**src/rtl/uart_pkg.sv**
```systemverilog
// Shared constants, state encoding and frame-length helper for the UART transmit queue.
package uart_pkg;

  localparam int DEF_CLKS_PER_BIT = 32'd104;
  localparam int DEF_FRAME_BITS   = 32'd10;

  typedef enum logic {
    IDLE = 1'b0,
    WAIT = 1'b1
  } txq_state_e;

  function automatic int frame_clks(input int clks_per_bit, input int frame_bits,
                                    input int guard_clks);
    return frame_bits * clks_per_bit + guard_clks;
  endfunction

endpackage

```
**src/rtl/uart_byte_fifo.sv**
```systemverilog
// Synchronous circular byte FIFO; full/empty are derived from the occupancy count.
module uart_byte_fifo
  import uart_pkg::*;
#(
  parameter int DEPTH = 16
) (
  input  logic                       clk,
  input  logic                       rst_n,
  input  logic                       push,
  input  logic [7:0]                 wr_data,
  input  logic                       pop,
  output logic [7:0]                 rd_data,
  output logic [$clog2(DEPTH+1)-1:0] count,
  output logic                       full,
  output logic                       empty,
  output logic                       empty_next
);

  localparam int AW = $clog2(DEPTH);
  localparam int CW = $clog2(DEPTH+1);

  logic [7:0]    mem_r [DEPTH];
  logic [AW-1:0] wr_ptr_r;
  logic [AW-1:0] rd_ptr_r;
  logic [CW-1:0] count_r;
  logic [CW-1:0] count_nxt_s;
  logic          full_r;
  logic          empty_r;
  logic          push_s;

  // Accept decision uses the registered full flag, so a same-edge pop never frees room.
  always_comb begin
    push_s      = push && !full_r;
    count_nxt_s = count_r;
    if (push_s && !pop) begin
      count_nxt_s = count_r + CW'(1);
    end else if (!push_s && pop) begin
      count_nxt_s = count_r - CW'(1);
    end else begin
      count_nxt_s = count_r;
    end
  end

  // Pointers, occupancy and status flags.
  always_ff @(posedge clk) begin
    if (!rst_n) begin
      wr_ptr_r <= '0;
      rd_ptr_r <= '0;
      count_r  <= '0;
      full_r   <= 1'b0;
      empty_r  <= 1'b1;
    end else begin
      if (push_s) wr_ptr_r <= wr_ptr_r + AW'(1);
      if (pop)    rd_ptr_r <= rd_ptr_r + AW'(1);
      count_r <= count_nxt_s;
      full_r  <= (count_nxt_s == CW'(DEPTH));
      empty_r <= (count_nxt_s == CW'(0));
    end
  end

  // Storage array; contents need no reset since pointers gate every read.
  always_ff @(posedge clk) begin
    if (push_s) mem_r[wr_ptr_r] <= wr_data;
  end

  assign rd_data    = mem_r[rd_ptr_r];
  assign count      = count_r;
  assign full       = full_r;
  assign empty      = empty_r;
  assign empty_next = (count_nxt_s == CW'(0));

endmodule

```
**src/rtl/uart_tx_queue.sv**
```systemverilog
// Byte queue plus pacing sequencer feeding uart_tx with spaced one-clock tx_enable pulses.
// Optional sticky overflow flag enabled by defining UART_TXQ_OVERFLOW_EN.
module uart_tx_queue
  import uart_pkg::*;
#(
  parameter int DEPTH        = 16,
  parameter int CLKS_PER_BIT = DEF_CLKS_PER_BIT,
  parameter int FRAME_BITS   = DEF_FRAME_BITS,
  parameter int GUARD_CLKS   = 2
) (
  input  logic                       clk,
  input  logic                       rst_n,
  input  logic                       wr_en,
  input  logic [7:0]                 wr_data,
  output logic                       full,
  output logic                       empty,
  output logic [$clog2(DEPTH+1)-1:0] count,
  output logic                       tx_enable,
  output logic [7:0]                 tx_byte,
  output logic                       idle,
  output logic                       overflow
);

  localparam int            FRAME_CLKS = frame_clks(CLKS_PER_BIT, FRAME_BITS, GUARD_CLKS);
  localparam int            TW         = $clog2(FRAME_CLKS);
  localparam logic [TW-1:0] TIMER_LOAD = TW'(FRAME_CLKS - 1);

  txq_state_e    state_r, state_nxt_s;
  logic [TW-1:0] timer_r, timer_nxt_s;
  logic          tx_en_r, tx_en_nxt_s;
  logic [7:0]    tx_byte_r, tx_byte_nxt_s;
  logic          idle_r, idle_nxt_s;
  logic          pop_s;
  logic [7:0]    fifo_rd_data_s;
  logic          fifo_full_s;
  logic          fifo_empty_s;
  logic          fifo_empty_nxt_s;

  uart_byte_fifo #(.DEPTH(DEPTH)) u_fifo (
    .clk        (clk),
    .rst_n      (rst_n),
    .push       (wr_en),
    .wr_data    (wr_data),
    .pop        (pop_s),
    .rd_data    (fifo_rd_data_s),
    .count      (count),
    .full       (fifo_full_s),
    .empty      (fifo_empty_s),
    .empty_next (fifo_empty_nxt_s)
  );

  // Pacing FSM: launch a byte from IDLE, then hold off for a whole frame plus guard.
  always_comb begin
    state_nxt_s   = state_r;
    timer_nxt_s   = timer_r;
    tx_en_nxt_s   = 1'b0;
    tx_byte_nxt_s = tx_byte_r;
    pop_s         = 1'b0;
    case (state_r)
      IDLE: begin
        if (!fifo_empty_s) begin
          pop_s         = 1'b1;
          tx_en_nxt_s   = 1'b1;
          tx_byte_nxt_s = fifo_rd_data_s;
          timer_nxt_s   = TIMER_LOAD;
          state_nxt_s   = WAIT;
        end else begin
          state_nxt_s   = IDLE;
        end
      end
      WAIT: begin
        if (timer_r == TW'(0)) begin
          state_nxt_s = IDLE;
        end else begin
          timer_nxt_s = timer_r - TW'(1);
        end
      end
      default: begin
        state_nxt_s = WAIT;
        timer_nxt_s = TIMER_LOAD;
      end
    endcase
    idle_nxt_s = (state_nxt_s == IDLE) && fifo_empty_nxt_s;
  end

  // Reset parks the FSM in WAIT so a frame already inside uart_tx can finish.
  always_ff @(posedge clk) begin
    if (!rst_n) begin
      state_r   <= WAIT;
      timer_r   <= TIMER_LOAD;
      tx_en_r   <= 1'b0;
      tx_byte_r <= 8'h00;
      idle_r    <= 1'b0;
    end else begin
      state_r   <= state_nxt_s;
      timer_r   <= timer_nxt_s;
      tx_en_r   <= tx_en_nxt_s;
      tx_byte_r <= tx_byte_nxt_s;
      idle_r    <= idle_nxt_s;
    end
  end

`ifdef UART_TXQ_OVERFLOW_EN
  logic overflow_r;

  // Sticky record of any write refused because the queue was full.
  always_ff @(posedge clk) begin
    if (!rst_n) begin
      overflow_r <= 1'b0;
    end else if (wr_en && fifo_full_s) begin
      overflow_r <= 1'b1;
    end
  end

  assign overflow = overflow_r;
`else
  assign overflow = 1'b0;
`endif

  assign full      = fifo_full_s;
  assign empty     = fifo_empty_s;
  assign tx_enable = tx_en_r;
  assign tx_byte   = tx_byte_r;
  assign idle      = idle_r;

endmodule

```
**config.mk**
```make
export PLATFORM = sky130hd
export DESIGN_NAME = uart_tx_queue
export DESIGN_NICKNAME = d
export VERILOG_FILES = /design/src/rtl/uart_pkg.sv /design/src/rtl/uart_byte_fifo.sv /design/src/rtl/uart_tx_queue.sv
export SDC_FILE = /design/constraint.sdc
export NUM_CORES = 1
export LEC_CHECK = 0
export CAP_MARGIN = 25
export CORE_ASPECT_RATIO = 1.4
export CORE_MARGIN = 4
export CORE_UTILIZATION = 40
export DETAILED_ROUTE_END_ITERATION = 10
export SLEW_MARGIN = 20
export SYNTH_ARGS = -nofsm -noshare
export SYNTH_HDL_FRONTEND = slang
export SYNTH_HIERARCHICAL = 1
export SYNTH_SLANG_ARGS = --single-unit
```
**constraint.sdc**
```tcl
create_clock -name clk -period 2.19 [get_ports clk]
set_input_delay 0.3285 -clock clk [delete_from_list [all_inputs] [get_ports clk]]
set_output_delay 0.3285 -clock clk [all_outputs]
set_load 0.02 [all_outputs]
```
# Yosys cells after proc, flatten, opt, wreduce, memory -nomap -nowiden
# Memories as Yosys holds them, arrays and structs flattened. A register that Yosys moved wholly into a read port is not among the register bits.
# Index checks and enable logic that the tools add are counted.
dict set report totals {
  regBits 29
  ram_bits 128
  output_inout_bits 18
  word_cells 44
  memories 1
}
# name words width rd rd_clocked_by_memory_dff write_ports line
set mem_list {}
lappend mem_list {u_fifo.mem_r 16 8 1 1 1 uart_byte_fifo.sv:22} ;# logic [7:0] mem_r [DEPTH];
dict set report op_classes {
  add_sub_neg 5
  eq_ne 3
  n_mux 11
  n_bitwise 3
  n_reduce_logical 12
}
# operator count
set ops {}
lappend ops {{$mux W11} 2}
lappend ops {{$pmux W11 S2} 1}
lappend ops {{$logic_not A11 Y1} 1}
lappend ops {{$sub A11 B1 Y11 const B} 1}
lappend ops {{$mux W5} 2}
lappend ops {{$add A4 B1 Y4 const B} 2}
lappend ops {{$add A5 B1 Y5 const B} 1}
lappend ops {{$eq A5 B5 Y1 const B} 1}
lappend ops {{$logic_not A5 Y1} 1}
lappend ops {{$mux W1} 5}
lappend ops {{$sub A5 B1 Y5 const B} 1}
lappend ops {{$logic_and A1 B1 Y1} 4}
lappend ops {{$logic_not A1 Y1} 4}
lappend ops {{$ne A2 B2 Y1 const B} 2}
lappend ops {{$reduce_and A2 Y1} 2}
lappend ops {{$not A1 Y1} 3}
lappend ops {{$pmux W1 S2} 1}

# Logic depth before layout (Yosys ltp)
dict set report logic_depth {
  depth_word 8
  depth_mapped 9
}

# By module
# Netlist, hierarchy kept.
# mod instances cells_each area_each_um2 seq_area_each_um2
set modules_own_cells {}
lappend modules_own_cells {uart_byte_fifo 1 298 5878.1 4224.1}
lappend modules_own_cells {uart_tx_queue 1 110 940.9 440.4}

# Least setup slack after synthesis
# OpenSTA, ideal clock, no wires.
dict set report synth_timing {
  kind {register to register}
  startpoint {reg u_fifo.empty_r, in the netlist u_fifo/empty}
  endpoint {reg idle_r, in the netlist idle}
  setup_time_ns 0.061
  arrival_time_ns 2.092
  required_ns 2.129
  slack_ns 0.037
  stages_incl_launch_ff 10
  path_buffers 2
  period_less_slack_ns 2.153
  cell_sequence {dfxtp_1 or2_2 inv_1 clkbuf_1 buf_1 o22ai_1 xnor2_1 o211ai_1 nor2_1 and3_1}
}
dict set report synth_via {
  elab_chain_len 7
  elab_cells_between_ends 11
  cone_classes {mux (5); bitwise (1); reduce/logical (5)}
}
# item line
set synth_lines {}
lappend synth_lines {{start: declaration} uart_byte_fifo.sv:28} ;# logic empty_r;
lappend synth_lines {{start signal: assignment} uart_byte_fifo.sv:57} ;# empty_r <= (count_nxt_s == CW'(0));
lappend synth_lines {{$mux W1 (*)} uart_tx_queue.sv:61} ;# if (!fifo_empty_s) begin
lappend synth_lines {{$mux W1 (*)} -}
lappend synth_lines {{via pop_s} uart_tx_queue.sv:33} ;# logic pop_s;
lappend synth_lines {{$logic_and A1 B1 Y1 / $logic_not A1 Y1 (equally long branches)} {uart_byte_fifo.sv:37, uart_byte_fifo.sv:35}}
lappend synth_lines {{$mux W5 / $logic_and A1 B1 Y1 (equally long branches)} {uart_byte_fifo.sv:37, uart_byte_fifo.sv:35}}
lappend synth_lines {{$mux W5 (*)} uart_byte_fifo.sv:35} ;# if (push_s && !pop) begin
lappend synth_lines {{$logic_not A5 Y1 (*)} uart_byte_fifo.sv:70} ;# assign empty_next = (count_nxt_s == CW'(0));
lappend synth_lines {{via fifo_empty_nxt_s} uart_tx_queue.sv:37} ;# logic fifo_empty_nxt_s;
lappend synth_lines {{$logic_and A1 B1 Y1 (*)} uart_tx_queue.sv:83} ;# idle_nxt_s = (state_nxt_s == IDLE) && fifo_empty_nxt_s;
lappend synth_lines {{end signal: assignment} uart_tx_queue.sv:99} ;# idle_r <= idle_nxt_s;
lappend synth_lines {{end: declaration} uart_tx_queue.sv:32} ;# logic idle_r, idle_nxt_s;
# Mark *: on every way through the listed nets, which the timed path passes. The rest lies on a longest branch.
# A chain may end at the register's enable or synchronous reset.

==> impl_results.md <==
* Run status: finished clean
* Dominant cell type by area after synthesis: edfxtp_1
* Vias in the first global route at 3744
* Pin count of the biggest net entering global routing at 33
* Max cap viols at 0
* CTS resizes at 0
* Slew HR at 60.4%
* PortBufs at 27
* Global route overflow at 0
* Minimum clock period at 1.97 ns
* Die area at 19200 sq um
* Vias/cell at 5.29
* Worst slew pin tran at 0.594 ns
* GPL Wtd Cong at 0.777
* Lkg Pwr at 2.70 nW
* Cell variety after synth at 54
* Htree depth at 4
* Crit path DAT at 2.29 ns
* RSZ-0062 raised after global routing: no
* Finished Layout Cells at 684
* WHS Path Cells at 2
* CTS tree: done
* Seq/Total Area, Yosys at 68.4%
* Reg2reg path depth at 5
* CTS Hold Bufs at 0
* Worst hold path class: register to register
* Synth top cells by count: 128 x edfxtp_1, 41 x dfxtp_1, 37 x nand2_1, 34 x nor2_1, 24 x mux4_1
* Worst-path fanout max at 14
* Worst R2R Setup Slack at 0.22 ns
* Fin Hold WS at 0.459 ns
* Max Fclk at 0.507 GHz
* Endpoints failing setup at 0
* Clock Tree Buf Depth at 2
* Share of post-route cells with drive strength above 1 at 17.9%
* Fillers at 1423
* Pwr dens at 822 nW/um^2
* GRT Overall Usage at 14.2%
* Async S/R FF share, synth at 0%
* Drt pass-1 iters at 4
* Final Max Slew Viols at 0
* Worst EP required at 2.51 ns
* Clk root buf: clkbuf_16
* CTS Buf Count at 17
* Area after DPL at 7490 sq um
* Crit-path slowest cell: mux4_1
* Io pins at 29
* Final hold violations at 0
* Core Rows at 56
* Reg-to-reg endpoint: tx_byte[6]$_SDFFE_PN0P_
* Synthesis-stage register bit count at 169
* Ys Warns at 6
* Total detailed-routing wirelength at 12600 um
* Syn Std Cell Area at 6820 sq um
* Post-DP HPWL at 8590 um
* ANT cells at 0
* Syn_area_per_cell at 16.7 sq um
* Clk_lat worst skew at 0.43 ns
* Critical path capture point type: register
* # placed instances at 652
* Main area contributors after synthesis: edfxtp_1 56%, dfxtp_1 12%, mux4_1 9.2%
* Reg clk slew, reported paths at 0.07 ns
* Slowest stage delay, CP at 0.60 ns
* DR WL/cell at 18.4 um
* Number of synthesized flops with an enable pin at 128
* Height of the die at 162 um
* Core area at 16700 sq um
* Design area at 8060 sq um
* DRC violations left at 0
* First-pass GRT wire length at 20600 um
* Crit path kind: register to register
* Gate Count Post-Synth at 408
* Area grow syn2layout at 18.1%
* Synth top area share at 56.4%
* Worst VDD drop at 548 uV
* Worst Hold Endpoint: tx_byte[1]$_SDFFE_PN0P_
* Most numerous cell in the Yosys netlist: edfxtp_1
* Die W at 118 um
* Core Util, Final at 48.1%
* Worst Skew at 0.00879 ns
* Synth Flop Type: edfxtp_1
* Final period utilization at 90.0%
* DRT antenna net count at 0
* Hold Path Origin: tx_byte[1]$_SDFFE_PN0P_
* Sink Count at 169
* Syn_nets at 427
* Fin nets at 487
* Worst path cell trace: buf_4, mux4_1, mux4_2, nand2_1, a21oi_1
* Routed via count at 3621
* Post-CTS setup buffers at 0
* Startpoint Class: register
* TNS Setup at 0 ns
* Effective utilization at floorplan at 40.7%
* Initial antenna violation count at 0
* DR iter-0 viols at 404
critical path, delay by kind of cell (launching register included):
kind | cells | cell delay [ns]
AO/OA/AOI/OAI | 1 | 0.06
flip-flops | 1 | 0.36
multiplexers | 2 | 1.08
buffers and inverters | 1 | 0.28
AND/OR/NAND/NOR | 1 | 0.08
flip-flops by register name (all words and copies together), names as in the netlist, named ones only:
signal and cells:
state_r 1, tx_byte 8, u_fifo/count 5, u_fifo/rd_ptr_r 4, u_fifo/empty 1, u_fifo/wr_ptr_r 4, timer_r 11, tx_enable 1
u_fifo/mem_r 128, idle 1, u_fifo/full 1
final cells by class:
cell class                      count  area, sq um  share of cell area (%)
Clock inverter                     15          138                    1.71
Sequential cell                   169         4670                    57.9
Inverter                           11         41.3                   0.513
Clock buffer                       17          425                    5.28
Timing Repair Buffer               60          543                    6.74
Tap cell                          203          254                    3.15
Multi-Input combinational cell    209         1990                    24.7
stage by stage:
stage / power, mW / setup WS, ns
after detailed placement: 3.89 / 0.138
after floorplan: 3.76 / 0.0374
after global placement: 3.88 / 0.133
final: 6.62 / 0.218
after CTS: 6.70 / 0.195
after global routing: 6.88 / 0.0452
routing by layer:
metal  global-route usage [%]  routed length [um]  vias to the layer above
met4                     4.16                 133                        0
met5                        0                   0                        -
li1                         -                   -                     1703
met2                     25.2                6900                       65
met3                     4.27                 452                       10
met1                     16.5                5100                     1843
worst max-delay path by stage:
stage                                    endpoint  slack, ns  cells after the start
after floorplan                   idle$_SDFF_PN0_       0.04                      9
after global placement            idle$_SDFF_PN0_       0.13                      7
after detailed placement          idle$_SDFF_PN0_       0.14                      7
after CTS                 tx_byte[6]$_SDFFE_PN0P_       0.19                      5
after global routing              idle$_SDFF_PN0_       0.05                      8
final                     tx_byte[6]$_SDFFE_PN0P_       0.22                      5
power breakdown:
group / total [mW] / switching [mW] / internal [mW]
clock network: 2.80 / 1.31 / 1.49
registers: 3.53 / 0.0348 / 3.50
logic: 0.284 / 0.161 / 0.124
total: 6.62 / 1.51 / 5.11
cell usage in the layout, fill, tap and decap left out, types with 2 or more instances in the layout:
cell,n
clkinvlp_4,3
inv_1,11
nand2b_1,7
a21oi_1,14
dfxtp_1,40
nor2_1,34
edfxtp_1,128
clkinv_4,3
mux4_2,16
a31oi_1,3
ha_1,8
clkdlybuf4s50_1,27
nand4_1,2
nor3_1,7
xnor2_1,8
mux2i_1,3
clkinv_2,2
nor4bb_1,2
inv_6,2
buf_12,2
xor2_1,5
inv_8,4
nand3_1,6
clkbuf_16,17
buf_4,31
nand2_1,37
mux4_1,24
nand3b_1,5
kinds of logic after synthesis:
family,count (synthesis),share of synthesized area [%]
compound gates,29,2.66
xor+xnor,13,1.67
fa+ha+maj,8,1.47
buf+inv,30,2.42
flops,169,68.4
mux,43,15.0
other cells,1,0.0550
simple gates,115,8.35
Note: power is estimated with default switching activity, not from simulation.
